### config.mk
export PLATFORM = sky130hd
export DESIGN_NAME = cnn_conv_acc_relu_flat
export DESIGN_NICKNAME = d
export VERILOG_FILES = /design/src/rtl/cnn_conv_acc_relu_if.sv /design/src/rtl/cnn_conv_acc_relu.sv /design/src/flat_wrapper.sv
export SDC_FILE = /design/constraint.sdc
export NUM_CORES = 1
export LEC_CHECK = 0
export BUFFER_PORTS_ARGS = -buffer_cell sky130_fd_sc_hd__clkbuf_2
export CAP_MARGIN = 20
export CELL_PAD_IN_SITES_DETAIL_PLACEMENT = 1
export CELL_PAD_IN_SITES_GLOBAL_PLACEMENT = 1
export CORE_MARGIN = 2
export CORE_UTILIZATION = 45
export DETAILED_ROUTE_END_ITERATION = 12
export PLACE_DENSITY_LB_ADDON = 0.1
export RECOVER_POWER = 25
export SETUP_SLACK_MARGIN = 0.05
export SYNTH_ARGS = -nofsm -noshare
export SYNTH_HDL_FRONTEND = slang
export SYNTH_SLANG_ARGS = --single-unit
### constraint.sdc
create_clock -name ap_clk -period 4.9 [get_ports ap_clk]
set_input_delay 0.49 -clock ap_clk [delete_from_list [all_inputs] [get_ports ap_clk]]
set_output_delay 0.49 -clock ap_clk [all_outputs]
set_load 0.05 [all_outputs]
### src/rtl/cnn_conv_acc_relu_if.sv
// Stream bundle between the conv multiplier, the accumulation stage and the
// output buffer. The product side and the result side each carry a
// valid/ready handshake.
// The slave modport is the accumulation stage.
// The master modport is the environment driving products and taking results.
interface cnn_conv_acc_relu_if #(
    parameter int PROD_WIDTH = 20,
    parameter int BIAS_WIDTH = 14,
    parameter int OUT_WIDTH  = 14
);
    logic signed [PROD_WIDTH-1:0] prod_data;
    logic                         prod_valid;
    logic                         prod_ready;
    logic signed [BIAS_WIDTH-1:0] bias_data;
    logic signed [OUT_WIDTH-1:0]  out_data;
    logic                         out_sat;
    logic                         out_valid;
    logic                         out_ready;

    modport master (
        output prod_data, prod_valid, bias_data, out_ready,
        input  prod_ready, out_data, out_sat, out_valid
    );

    modport slave (
        input  prod_data, prod_valid, bias_data, out_ready,
        output prod_ready, out_data, out_sat, out_valid
    );
endinterface

### src/rtl/cnn_conv_acc_relu.sv
// Post-multiplier accumulation stage of the convolution datapath.
// The stage sums TAPS signed products per window, seeded with bias << SHIFT.
// It requantizes the sum with round-half-up and a right shift by SHIFT.
// It then saturates the result to OUT_WIDTH and offers it on a one-entry
// output register.
// Optional feature macro: CNN_ACC_RELU_EN. When it is defined, negative
// results are forced to zero before clamping (ReLU).
// Only the finalizing tap can stall on a full output register. Every other
// tap of the next window overlaps a stalled result.
module cnn_conv_acc_relu #(
    parameter int PROD_WIDTH = 20,
    parameter int TAPS       = 9,
    parameter int ACC_WIDTH  = 26,
    parameter int BIAS_WIDTH = 14,
    parameter int SHIFT      = 5,
    parameter int OUT_WIDTH  = 14
) (
    input logic                ap_clk,
    input logic                ap_rst_n,
    cnn_conv_acc_relu_if.slave bus
);
    localparam int CNT_W = (TAPS > 1) ? $clog2(TAPS) : 1;
    localparam logic [CNT_W-1:0] LAST_TAP_C = CNT_W'(TAPS - 1);
    // One extra bit keeps the rounding addend from overflowing the sum.
    localparam int RQ_W = ACC_WIDTH + 1;
    localparam logic signed [RQ_W-1:0] RND_C     = RQ_W'(32'sd1 <<< (SHIFT - 1));
    localparam logic signed [RQ_W-1:0] OUT_MAX_C = RQ_W'((32'sd1 <<< (OUT_WIDTH - 1)) - 32'sd1);
    localparam logic signed [RQ_W-1:0] OUT_MIN_C = ~OUT_MAX_C;

    typedef enum logic {
        OUT_EMPTY = 1'b0,
        OUT_FULL  = 1'b1
    } out_state_e;

    // Round half up, shift, optional ReLU, then clamp. Returns {sat, data}.
    function automatic logic [OUT_WIDTH:0] requant(input logic signed [ACC_WIDTH-1:0] sum);
        logic signed [RQ_W-1:0] rnd;
        logic signed [RQ_W-1:0] r;
        logic [OUT_WIDTH-1:0]   data;
        logic                   sat;
        rnd = RQ_W'(sum) + RND_C;
        r   = rnd >>> SHIFT;
`ifdef CNN_ACC_RELU_EN
        // ReLU zeroing happens before the clamp and is never reported as saturation.
        r   = r[RQ_W-1] ? {RQ_W{1'b0}} : r;
`endif
        if (r > OUT_MAX_C) begin
            data = OUT_MAX_C[OUT_WIDTH-1:0];
            sat  = 1'b1;
        end else if (r < OUT_MIN_C) begin
            data = OUT_MIN_C[OUT_WIDTH-1:0];
            sat  = 1'b1;
        end else begin
            data = r[OUT_WIDTH-1:0];
            sat  = 1'b0;
        end
        return {sat, data};
    endfunction

    logic [CNT_W-1:0]            cnt_q, cnt_d;
    logic signed [ACC_WIDTH-1:0] acc_q, acc_d;
    out_state_e                  state_q, state_d;
    logic [OUT_WIDTH-1:0]        out_data_q, out_data_d;
    logic                        out_sat_q, out_sat_d;

    logic                        last_tap_s;
    logic                        prod_ready_s;
    logic                        prod_xfer_s;
    logic                        out_xfer_s;
    logic                        finalize_s;
    logic signed [ACC_WIDTH-1:0] prod_ext_s;
    logic signed [ACC_WIDTH-1:0] bias_ext_s;
    logic signed [ACC_WIDTH-1:0] sum_s;
    logic [OUT_WIDTH:0]          rq_s;

    // Handshake qualifiers. prod_ready depends on out_ready, never on prod_valid.
    always_comb begin
        last_tap_s   = (cnt_q == LAST_TAP_C);
        prod_ready_s = !(last_tap_s && (state_q == OUT_FULL) && !bus.out_ready);
        prod_xfer_s  = bus.prod_valid && prod_ready_s;
        out_xfer_s   = (state_q == OUT_FULL) && bus.out_ready;
        finalize_s   = prod_xfer_s && last_tap_s;
    end

    // Tap counter, accumulator and requantized window sum.
    always_comb begin
        prod_ext_s = ACC_WIDTH'(bus.prod_data);
        bias_ext_s = ACC_WIDTH'(bus.bias_data) <<< SHIFT;
        sum_s      = acc_q + prod_ext_s;
        rq_s       = requant(sum_s);
        cnt_d      = cnt_q;
        acc_d      = acc_q;
        if (prod_xfer_s) begin
            if (last_tap_s) begin
                cnt_d = {CNT_W{1'b0}};
            end else begin
                cnt_d = cnt_q + CNT_W'(1);
            end
            if (cnt_q == {CNT_W{1'b0}}) begin
                acc_d = bias_ext_s + prod_ext_s;
            end else begin
                acc_d = sum_s;
            end
        end else begin
            cnt_d = cnt_q;
            acc_d = acc_q;
        end
    end

    // Output register occupancy; it reloads on finalize even while draining.
    always_comb begin
        state_d    = state_q;
        out_data_d = out_data_q;
        out_sat_d  = out_sat_q;
        case (state_q)
            OUT_EMPTY: begin
                if (finalize_s) begin
                    state_d = OUT_FULL;
                end else begin
                    state_d = OUT_EMPTY;
                end
            end
            OUT_FULL: begin
                if (finalize_s) begin
                    state_d = OUT_FULL;
                end else if (out_xfer_s) begin
                    state_d = OUT_EMPTY;
                end else begin
                    state_d = OUT_FULL;
                end
            end
            default: begin
                state_d = OUT_EMPTY;
            end
        endcase
        if (finalize_s) begin
            out_data_d = rq_s[OUT_WIDTH-1:0];
            out_sat_d  = rq_s[OUT_WIDTH];
        end else begin
            out_data_d = out_data_q;
            out_sat_d  = out_sat_q;
        end
    end

    // State registers; reset drops any partial window and pending result.
    always_ff @(posedge ap_clk or negedge ap_rst_n) begin
        if (!ap_rst_n) begin
            cnt_q      <= {CNT_W{1'b0}};
            acc_q      <= {ACC_WIDTH{1'b0}};
            state_q    <= OUT_EMPTY;
            out_data_q <= {OUT_WIDTH{1'b0}};
            out_sat_q  <= 1'b0;
        end else begin
            cnt_q      <= cnt_d;
            acc_q      <= acc_d;
            state_q    <= state_d;
            out_data_q <= out_data_d;
            out_sat_q  <= out_sat_d;
        end
    end

    assign bus.prod_ready = prod_ready_s;
    assign bus.out_valid  = (state_q == OUT_FULL);
    assign bus.out_data   = out_data_q;
    assign bus.out_sat    = out_sat_q;
endmodule

### src/flat_wrapper.sv
// flat-port wrapper written by rule: the top's interface ports become plain ports
module cnn_conv_acc_relu_flat 
#(
    parameter int PROD_WIDTH = 20,
    parameter int TAPS       = 9,
    parameter int ACC_WIDTH  = 26,
    parameter int BIAS_WIDTH = 14,
    parameter int SHIFT      = 5,
    parameter int OUT_WIDTH  = 14
)
  (ap_clk, ap_rst_n, bus_prod_data, bus_prod_valid, bus_bias_data, bus_out_ready, bus_prod_ready, bus_out_data, bus_out_sat, bus_out_valid);
  cnn_conv_acc_relu_if #(.PROD_WIDTH(PROD_WIDTH), .BIAS_WIDTH(BIAS_WIDTH), .OUT_WIDTH(OUT_WIDTH)) bus_i ();
  input logic ap_clk;
  input logic ap_rst_n;
  input wire logic [$bits(bus_i.prod_data)-1:0] bus_prod_data;
  input wire logic [$bits(bus_i.prod_valid)-1:0] bus_prod_valid;
  input wire logic [$bits(bus_i.bias_data)-1:0] bus_bias_data;
  input wire logic [$bits(bus_i.out_ready)-1:0] bus_out_ready;
  output wire logic [$bits(bus_i.prod_ready)-1:0] bus_prod_ready;
  output wire logic [$bits(bus_i.out_data)-1:0] bus_out_data;
  output wire logic [$bits(bus_i.out_sat)-1:0] bus_out_sat;
  output wire logic [$bits(bus_i.out_valid)-1:0] bus_out_valid;
  assign bus_i.prod_data = bus_prod_data;
  assign bus_i.prod_valid = bus_prod_valid;
  assign bus_i.bias_data = bus_bias_data;
  assign bus_i.out_ready = bus_out_ready;
  assign bus_prod_ready = bus_i.prod_ready;
  assign bus_out_data = bus_i.out_data;
  assign bus_out_sat = bus_i.out_sat;
  assign bus_out_valid = bus_i.out_valid;
  cnn_conv_acc_relu #(.PROD_WIDTH(PROD_WIDTH), .TAPS(TAPS), .ACC_WIDTH(ACC_WIDTH), .BIAS_WIDTH(BIAS_WIDTH), .SHIFT(SHIFT), .OUT_WIDTH(OUT_WIDTH)) u_core (.ap_clk(ap_clk), .ap_rst_n(ap_rst_n), .bus(bus_i));
endmodule
After elaboration in Yosys (flattened, before gate mapping)
Cells that the tools add are included.
{"block": "word_totals", "regBits": 46, "in_bits": 38, "out_inout_bits": 17, "elab_cells": 31}
{"block": "classes", "addsub": 4, "n_lt_le_gt_ge": 2, "n_eq_ne": 1, "mux": 10, "bitwise_logic": 1, "reduce_logical": 8}
{"cell": "$mux 14", "count": 2}
{"cell": "$add 26x6->27 const B", "count": 1}
{"cell": "$add 26x20->26", "count": 1}
{"cell": "$mux 26", "count": 1}
{"cell": "$gt 22x14->1 const B", "count": 1}
{"cell": "$lt 22x14->1 const B", "count": 1}
{"cell": "$add 19x20->21", "count": 1}
{"cell": "$logic_and 1x1->1", "count": 5}
{"cell": "$mux 1", "count": 5}
{"cell": "$add 4x1->4 const B", "count": 1}
{"cell": "$eq 4x4->1 const B", "count": 1}
{"cell": "$logic_not 4->1", "count": 1}
{"cell": "$mux 4", "count": 1}
{"cell": "$logic_not 1->1", "count": 2}
{"cell": "$pmux 1 s2", "count": 1}
{"cell": "$not 1->1", "count": 1}

Logic depth before layout (Yosys ltp)
Gate-level depths: netlist of run 1.
{"block": "logic_depth", "ltp_word": 8, "mapped_depth": 15, "ltp_nobuf": 14}

Worst setup path before layout of run 1
OpenSTA, ideal clock, no wires.
{"block": "synth_timing", "path_type": "in2reg", "startpoint": "input port bus_prod_data[0]", "endpoint": "register u_core.out_data_q[2] (netlist: u_core.bus.out_data[2])", "setup_time_ps": 73, "t_arrival_ps": 3799, "t_required_ps": 4827, "setup_slack_ps": 1028, "path_stages": 14, "path_buffers": 1, "cell_sequence": "ha_1 -> fa_1 -> a211oi_2 -> o21ai_1 -> xor2_1 -> nand3_1 -> nor4b_4 -> nor4b_2 -> nand4b_2 -> mux2i_1 -> mux2_2 -> a41o_2 -> buf_12 -> a21oi_2"}
{"block": "synth_via", "elab_chain_len": 5, "word_cells_on_any_way": 6, "cone_classes": "add/sub: 2; order compare: 2; mux: 2"}
{"item": "from (decl)", "line": "flat_wrapper.sv:15", "rtl": "input wire logic [$bits(bus_i.prod_data)-1:0] bus_prod_data;"}
{"item": "$add 26x20->26 *", "line": "cnn_conv_acc_relu.sv:89", "rtl": "sum_s = acc_q + prod_ext_s;"}
{"item": "$add 26x6->27 *", "line": "cnn_conv_acc_relu.sv:41", "rtl": "rnd = RQ_W'(sum) + RND_C;"}
{"item": "$lt 22x14->1", "line": "cnn_conv_acc_relu.sv:50", "rtl": "end else if (r < OUT_MIN_C) begin"}
{"item": "$mux 14", "line": "cnn_conv_acc_relu.sv:50"}
{"item": "$mux 14 *", "line": "cnn_conv_acc_relu.sv:47", "rtl": "if (r > OUT_MAX_C) begin"}
{"item": "to (signal assigned)", "line": "cnn_conv_acc_relu.sv:151", "rtl": "out_data_q <= {OUT_WIDTH{1'b0}};"}
{"item": "to (signal assigned)", "line": "cnn_conv_acc_relu.sv:157", "rtl": "out_data_q <= out_data_d;"}
{"item": "to (decl)", "line": "cnn_conv_acc_relu.sv:63", "rtl": "logic [OUT_WIDTH-1:0] out_data_q, out_data_d;"}
Mark *: on every way between the ends. The rest lies on a longest branch, timed or not.
A chain may end at the register's enable or synchronous reset.

Final worst setup path of run 1
{"block": "layout_timing", "startpoint": "register u_core.acc_q[0]", "endpoint": "register u_core.out_data_q[11] (netlist: u_core.bus.out_data[11])"}
{"block": "layout_via", "elab_chain_len": 5, "word_cells_on_any_way": 6, "cone_classes": "add/sub: 2; order compare: 2; mux: 2"}
{"item": "from (decl)", "line": "cnn_conv_acc_relu.sv:61", "rtl": "logic signed [ACC_WIDTH-1:0] acc_q, acc_d;"}
{"item": "from (signal assigned)", "line": "cnn_conv_acc_relu.sv:149", "rtl": "acc_q <= {ACC_WIDTH{1'b0}};"}
{"item": "$add 26x20->26 *", "line": "cnn_conv_acc_relu.sv:89"}
{"item": "$add 26x6->27 *", "line": "cnn_conv_acc_relu.sv:41"}
{"item": "$lt 22x14->1", "line": "cnn_conv_acc_relu.sv:50"}
{"item": "$mux 14", "line": "cnn_conv_acc_relu.sv:50"}
{"item": "$mux 14 *", "line": "cnn_conv_acc_relu.sv:47"}
Marks and branches as above.

==> impl_results.md, run 1 <==
- Hold buffer count at CTS: 0
- Placed cell count: 780
- Ys async rst share: 1.00
- CTS root buffer: clkbuf_8
- Part of the cycle the worst path needs: 0.895
- Maximum root-to-sink buffer count: 2
- Crit path kind: reg -> reg
- RSZ-0062 raised after global routing: no
- CP arrival: 4.62 ns
- CTS tree: yes
- Static Leak: 2.36 nW
- GRT Resource Usage Total: 0.258
- Pin count of the biggest net entering global routing: 47
- Final setup viols: 0
- Reg clk slew, reported paths: around 0.11 ns
- # fillers: 1,308
- Post-cts resize count: 0
- TritonRoute pass-1 iters: 4
- Num CTS Buffers: 5
- Vias per cell: 5.94
- Cell Area, Placed: 5180 µm²
- Initial antenna violation count: 0
- Fin area: 5300 µm²
- Syn avg cell area: between 7 and 8 µm²
- GP Congestion: ~0.94
- Max incr delay on CP: 0.50 ns
- Starting Density: 0.464
- Final min period: about 4.4 ns
- Final hold vios: 0
- Overall die height: 107 µm
- Worst-Margin Slew: 2.67 ns
- Drt first-iter violations: between 200 and 250
- Drt drc: 0
- Maximum net fanout on the critical path: 14
- First-pass GRT wire length: 23.9 mm
- Synthesized cell area: about 4800 µm²
- Slew margin rel.: -0.779
- Synth Net Count: 689
- Ys Warns: 0
- Avg WL per Cell: about 18 µm
- Layout area overhead: 10.1%
- Die ar.: 11,500 µm²
- Antenna Nets Post-Route: 0
- Die W: roughly 110 µm
- Overall power: 4.03 mW
- CTS Sinks: between 40 and 50
- HP Class: in -> reg
- Crit path cell chain: ha_1 > fa_1 > a211oi_2 > o21ai_1 > xor2_1 > nand3_1 > nor4b_4 > nor4b_2 > nand4b_2 > mux2i_1 > mux2_2 > a41o_2 > a21oi_1
- Vias in the first global route: 4,992
- Grt ovf: 0
- Final WL: 14.1 mm
- EDFF count, synth: 0
- DP Worst Slack: 0.405 ns
- Hold_ws: 0.346 ns
- VDD IR max: approximately 0.00031 V
- Port bufs: 54
- Core Util, Final: 0.511
- CP max-delay cell: nor4b_4
- Skew final: 0.0138 ns
- Post-CTS setup buffers: 0
- Worst Path Required: 5.14 ns
- Synth unique cells: 82
- Setup slack after layout: 0.514 ns
- Diode count: 0
- Status: finished, violations left
- Fin nets: 735
- Hpwl dp: 11.1 mm
- Seq cells post-synth: between 40 and 50
- Worst-Skew Late Latency: between 0.3 and 0.4 ns
- Max_cap viols: 1
- Post-synthesis sequential area ratio: 0.239
- Post-synth top flop: dfrtp_1
- Cell Rows: 37
- H-tree levels: 2
- Violated checks: capacitance limit, slew limit
- Critical Path Source Type: register
- Max-slew violation count: 47
- Power per cell area: around 760 nW/µm²
- Syn Inst Count: 606
- Setup_tns: 0 ns
- Peak Freq: 0.228 GHz
- Vias: 4,690
- I/O pin cnt: 55
- Core area: 10,400 µm²
- Layout cells sized above 1: 0.168
- Final Non-Filler Cells: ~790
- CP Capture Type: register
==> final timing paths <==
kind / start / endpoint / slack (ns) / depth (start not counted)
setup / recovery: u_core.acc_q[0]$_DFFE_PN0P_ / u_core.bus.out_data[11]$_DFFE_PN0P_ / 0.51 / 13
hold / removal: bus_out_ready / u_core.bus.out_valid$_DFF_PN0_ / 0.35 / 2
setup reg to reg: u_core.acc_q[0]$_DFFE_PN0P_ / u_core.bus.out_data[11]$_DFFE_PN0P_ / 0.51 / 13
hold reg to reg: u_core.bus.out_data[13]$_DFFE_PN0P_ / u_core.bus.out_data[13]$_DFFE_PN0P_ / 0.50 / 2
max in group asynchronous: ap_rst_n / u_core.bus.out_data[8]$_DFFE_PN0P_ / 2.29 / 2
min in group asynchronous: ap_rst_n / u_core.acc_q[12]$_DFFE_PN0P_ / 1.10 / 2
==> critical path: cells and delay by family, from the launching register on <==
family | cells | cell delay [ns]
and+or+nand+nor | 4 | 1.25
AOI/OAI and AO/OA | 4 | 1.11
adders and majority gates | 2 | 0.69
xor gates and xnor gates | 1 | 0.38
DFF | 1 | 0.40
muxes | 2 | 0.46
==> cells in the final DEF, fill, tap and decap left out, types with 3 or more instances in the layout <==
cell      Yosys  routed
xor2_1       20      20
a31oi_1      14      14
xnor2_1      24      24
o21a_1        3       3
nor3_1       14      14
and3_1        5       5
clkbuf_2      2      54
a21o_1       11      11
and2_1        6       6
or4_1         4       4
a21oi_1      75      75
dfrtp_1      46      46
nand4_1       3       3
nor2_1       70      70
and4_1        3       3
or3_1         4       4
mux2i_1       5       5
o21bai_1      3       3
a211oi_1      3       3
nand3_1      14      14
o211ai_1      7       7
a21oi_2       8       8
buf_4         1       7
ha_1         43      43
inv_1        23      23
clkbuf_8      0       5
nand2_1      62      62
o21ai_0      40      40
o211a_1       4       4
or2_2         7       7
==> Yosys cell counts, types with 7 or more instances <==
| cell type | count | area, µm² |
|---|---|---|
| a21o_1 | 11 | 82.6 |
| a21oi_1 | 75 | 375 |
| a21oi_2 | 8 | 70.1 |
| a31oi_1 | 14 | 87.6 |
| clkbuf_1 | 16 | 60.1 |
| dfrtp_1 | 46 | 1150 |
| ha_1 | 43 | 538 |
| inv_1 | 23 | 86.3 |
| nand2_1 | 62 | 233 |
| nand3_1 | 14 | 70.1 |
| nor2_1 | 70 | 263 |
| nor3_1 | 14 | 70.1 |
| o211ai_1 | 7 | 52.6 |
| o21ai_0 | 40 | 200 |
| or2_2 | 7 | 43.8 |
| xnor2_1 | 24 | 210 |
| xor2_1 | 20 | 175 |
==> routing by layer <==
layer | share of wire | wire [µm] | global-route usage
met5 | 0 | 0 | 0
met1 | 0.43 | 6090 | 0.304
met2 | 0.52 | 7360 | 0.479
met3 | 0.026 | 367 | 0.0345
met4 | 0.022 | 314 | 0.0852
==> final cells by class <==
class	count	area [µm²]	share of cell area
inverter	24	90.1	0.0170
clock inverter	3	23.8	0.00449
sequential	46	1150	0.217
clock buffer	5	68.8	0.0130
multi-input combinational	512	3440	0.649
timing repair buffer	63	354	0.0668
tap	136	170	0.0321
==> sequential cells by signal (all words and copies together), names as in the netlist <==
signal	count
u_core.bus.out_data	14
u_core.bus.out_sat	1
u_core.cnt_q	4
u_core.bus.out_valid	1
u_core.acc_q	26
==> report_power, final <==
group,total (mW),internal (mW),switching [mW]
logic,3.08,1.08,2.00
clock network,0.263,0.103,0.160
registers,0.686,0.567,0.119
==> kinds of logic (layout without fill, tap and decap cells) <==
kind of cell,after synthesis,in the layout,synth area share
XOR/XNOR,44,44,0.0801
flip-flops,46,46,0.239
AND/OR/NAND/NOR,209,209,0.211
AO/OA/AOI/OAI,207,207,0.289
buffers and inverters,48,95,0.0458
adder cells (fa/ha/maj),45,45,0.120
multiplexers,7,7,0.0151
Note: power is estimated with default switching activity, not from simulation.
==> inputs of run 2 (changes only) <==
--- a/config.mk
+++ b/config.mk
@@ -5,16 +5,19 @@
 export SDC_FILE = /design/constraint.sdc
 export NUM_CORES = 1
 export LEC_CHECK = 0
+export ABC_AREA = 1
 export BUFFER_PORTS_ARGS = -buffer_cell sky130_fd_sc_hd__clkbuf_2
 export CAP_MARGIN = 20
 export CELL_PAD_IN_SITES_DETAIL_PLACEMENT = 1
 export CELL_PAD_IN_SITES_GLOBAL_PLACEMENT = 1
 export CORE_MARGIN = 2
-export CORE_UTILIZATION = 45
+export CORE_UTILIZATION = 42
+export CTS_BUF_LIST = sky130_fd_sc_hd__clkbuf_16
 export DETAILED_ROUTE_END_ITERATION = 12
 export PLACE_DENSITY_LB_ADDON = 0.1
 export RECOVER_POWER = 25
 export SETUP_SLACK_MARGIN = 0.05
+export SKIP_LAST_GASP = 1
 export SYNTH_ARGS = -nofsm -noshare
 export SYNTH_HDL_FRONTEND = slang
 export SYNTH_SLANG_ARGS = --single-unit
==> impl_results.md, run 2 <==
- Static Leak: 3.45 nW (+46%)
- Setup_tns: 0 ns (unchanged)
- Syn Inst Count: 913 (+51%)
- CP Capture Type: register
- Initial antenna violation count: 0 (unchanged)
- GP Congestion: 0.877 (-6.3%)
- Hold buffer count at CTS: 0 (unchanged)
- Pin count of the biggest net entering global routing: 47 (unchanged)
- Max reg flops: 26 (unchanged)
- Largest area contributor in the netlist: nand2_1
- CP arrival: 3.66 ns (-0.96 ns)
- Part of the cycle the worst path needs: 0.709 (-0.186)
- Layout cells sized above 1: 0.139 (-0.0296)
- Final setup viols: 0 (unchanged)
- Sequential fraction of design power: 0.157 (-0.013)
- Most Used Layer, Global Route: met2
- I/O pin cnt: 55 (unchanged)
- Vias: 5,764 (+23%)
- P_int: 1.74 mW (-0.53%)
- Reg-to-Reg Start: u_core.cnt_q[0]$_DFFE_PN0P_
- Ranking of synthesized cells by area: nand2_1 (24%), dfrtp_1 (21%), ha_1 (9.8%)
- Port bufs: 54 (unchanged)
- Crit path kind: reg -> reg
- Max-slew violation count: 47 (unchanged)
- Slew margin rel.: -0.755 (+0.0240)
- Power per cell area: 713 nW/µm² (-6.2%)
- Net Sw Power: 2.59 mW (+14%)
- Peak Freq: 0.288 GHz (+26%)
- CTS root buffer: clkbuf_16
- First-pass GRT wire length: 28.8 mm (+21%)
- Cell Area, Placed: 5920 µm² (+14%)
- Ys Warns: 0 (unchanged)
- Final min period: 3.47 ns (-0.913 ns)
- Num CTS Buffers: 5 (unchanged)
- Setup crit start: u_core.cnt_q[0]$_DFFE_PN0P_
- Synthesized cell area: 5480 µm² (+14%)
- Post-synth top flop: dfrtp_1
- Fin nets: 1,047 (+42%)
- Commonest non-fill, non-tap cell in the layout: nand2_1
- Post-synthesis sequential area ratio: 0.210 (-0.0290)
- Met2 Use GR: 0.446 (-0.0329)
- Layout area overhead: 10.9%
- Skew final: 0.00559 ns (-0.00817 ns)
- Crit path to: u_core.bus.out_data[4]$_DFFE_PN0P_
- # fillers: 1,812 (+39%)
- Drt first-iter violations: 187 (-7.4%)
- Grt ovf: 0 (unchanged)
- Maximum root-to-sink buffer count: 2 (unchanged)
- Die ar.: 14,000 µm² (+21%)
- Maximum net fanout on the critical path: 42 (+28)
- Hpwl dp: 13.7 mm (+24%)
- CTS Sinks: 46 (unchanged)
- GRT Resource Usage Total: 0.251 (-0.00712)
- Ys async rst share: 1.00 (unchanged)
- Post-cts resize count: 0 (unchanged)
- Seq cells post-synth: 46 (unchanged)
- RSZ-0062 raised after global routing: no
- H-tree levels: 2 (unchanged)
- VDD IR max: 0.000384 V (+25%)
- Biggest register: u_core.acc_q
- Commonest cells after routing, fill and taps aside: nand2_1 (347), inv_1 (129), nor2_1 (64)
- Drt drc: 0 (unchanged)
- Avg WL per Cell: 14.7 µm (-18%)
- Grt met3 use: 0.0314 (-0.00313)
- Cell Rows: 41 (+11%)
- Worst Path Required: 5.09 ns (-0.05 ns)
- Diode count: 0 (unchanged)
- HP Class: in -> reg
- Violated checks: capacitance limit, slew limit
- R2r endpoint: u_core.bus.out_data[4]$_DFFE_PN0P_
- Clk pwr share: 0.085 (+0.020)
- CTS tree: yes
- Syn avg cell area: 6.00 µm² (-24%)
- Logic gate share of total power: 0.758 (-0.006)
- Post-CTS setup buffers: 0 (unchanged)
- Fin area: 6070 µm² (+15%)
- Final WL: 16.7 mm (+18%)
- Vias per cell: 5.07 (-15%)
- Die W: 118 µm (+10%)
- TritonRoute pass-1 iters: 4 (unchanged)
- Critical Path Source Type: register
- Vias in the first global route: 5,908 (+18%)
- Synth unique cells: 35 (-57%)
- Most common cell in the netlist: nand2_1
- Status: finished, violations left
- Switching part of the total: 0.598 (+0.0322)
- Met1 usage: 0.322 (+0.0177)
- Synth Net Count: 996 (+45%)
- Max_cap viols: 1 (unchanged)
- Worst-Skew Late Latency: 0.31 ns (about the same)
- Overall die height: 118 µm (+10%)
- Reg clk slew, reported paths: 0.07 ns (-0.04 ns)
- Worst reg2reg path depth: 12 (-1)
- Core area: 12,700 µm² (+22%)
- Antenna Nets Post-Route: 0 (unchanged)
- Post-synth top area share: 0.238 (-0.00132)
- Final hold vios: 0 (unchanged)
- Commonest cells in the netlist: nand2_1 (347), inv_1 (129), nor2_1 (64), nand3_1 (54), a21oi_1 (47)
- EDFF count, synth: 0 (unchanged)
- Starting Density: 0.432 (-0.0319)
- Worst-Margin Slew: 2.63 ns (-0.0360 ns)
- Reg2reg setup slack: 1.43 ns (+0.91 ns)
-- run 2: cells by family (layout without fill, tap and decap cells) --
group,count (synthesis),count (layout),share of synthesized area
buffers and inverters,149,201,0.105
flip-flops,46,46,0.210
XOR/XNOR,22,22,0.0352
AO/OA/AOI/OAI,97,97,0.0989
AND/OR/NAND/NOR,554,554,0.445
adder cells (fa/ha/maj),45,45,0.106
-- run 2: worst min path at each step --
stage | from | to | slack (ns) | cells after the start
detailed placement | u_core.bus.out_data[7]$_DFFE_PN0P_ | u_core.bus.out_data[7]$_DFFE_PN0P_ | 0.47 | 2
CTS | ap_rst_n | u_core.acc_q[6]$_DFFE_PN0P_ | 0.30 | 2
floorplan | ap_rst_n | u_core.acc_q[0]$_DFFE_PN0P_ | 0.19 | 0
finish | bus_prod_valid | u_core.cnt_q[0]$_DFFE_PN0P_ | 0.42 | 3
global route | bus_prod_valid | u_core.cnt_q[0]$_DFFE_PN0P_ | 0.44 | 3
global placement | u_core.bus.out_data[7]$_DFFE_PN0P_ | u_core.bus.out_data[7]$_DFFE_PN0P_ | 0.46 | 2
-- run 2: layout make-up --
class / count / area [µm²] / area share
Clock buffer: 5 / 125 / 0.0206
Clock inverter: 3 / 25.0 / 0.00412
Inverter: 136 / 510 / 0.0841
Multi-Input combinational cell: 718 / 3750 / 0.618
Sequential cell: 46 / 1150 / 0.190
Tap cell: 172 / 215 / 0.0355
Timing Repair Buffer: 57 / 289 / 0.0476
-- run 2: through the flow --
step                      hold WS (ns)  setup slack (ns)  power [mW]  utilization  instances
after floorplan                  0.194              1.83        3.15            -        913
after global placement           0.464              1.39        3.90        0.467       1129
after detailed placement         0.465              1.29        3.96        0.467       1129
after CTS                        0.303              1.38        4.36        0.479       1137
after global routing             0.445             0.960        4.81        0.479       1137
final                            0.423              1.43        4.33        0.479       1137
-- run 2: metal layers --
metal  vias to the layer above  wire length [µm]
met1                      2692              7900
li1                       2982                 -
met2                        69              8050
met3                        21               495
met4                         0               277
met5                         -                 0
-- run 2: critical path: stages (launching register included) --
cell,delay (ns)
dfrtp_1,0.42
inv_1,0.09
ha_1,0.14
inv_1,0.05
nor3_1,0.27
nand3_1,0.14
nand2_1,0.59
clkinv_1,0.15
buf_4,0.30
nand2_1,0.52
inv_1,0.42
nand2_1,0.18
nand2_1,0.08
-- run 2: power by group through the flow --
stage                     clock network [mW]  registers, mW  logic, mW
after floorplan                            0          0.853       2.30
after global placement                     0          0.681       3.21
after detailed placement                   0          0.685       3.27
after CTS                              0.376          0.680       3.30
after global routing                   0.388          0.703       3.72
final                                  0.369          0.678       3.28
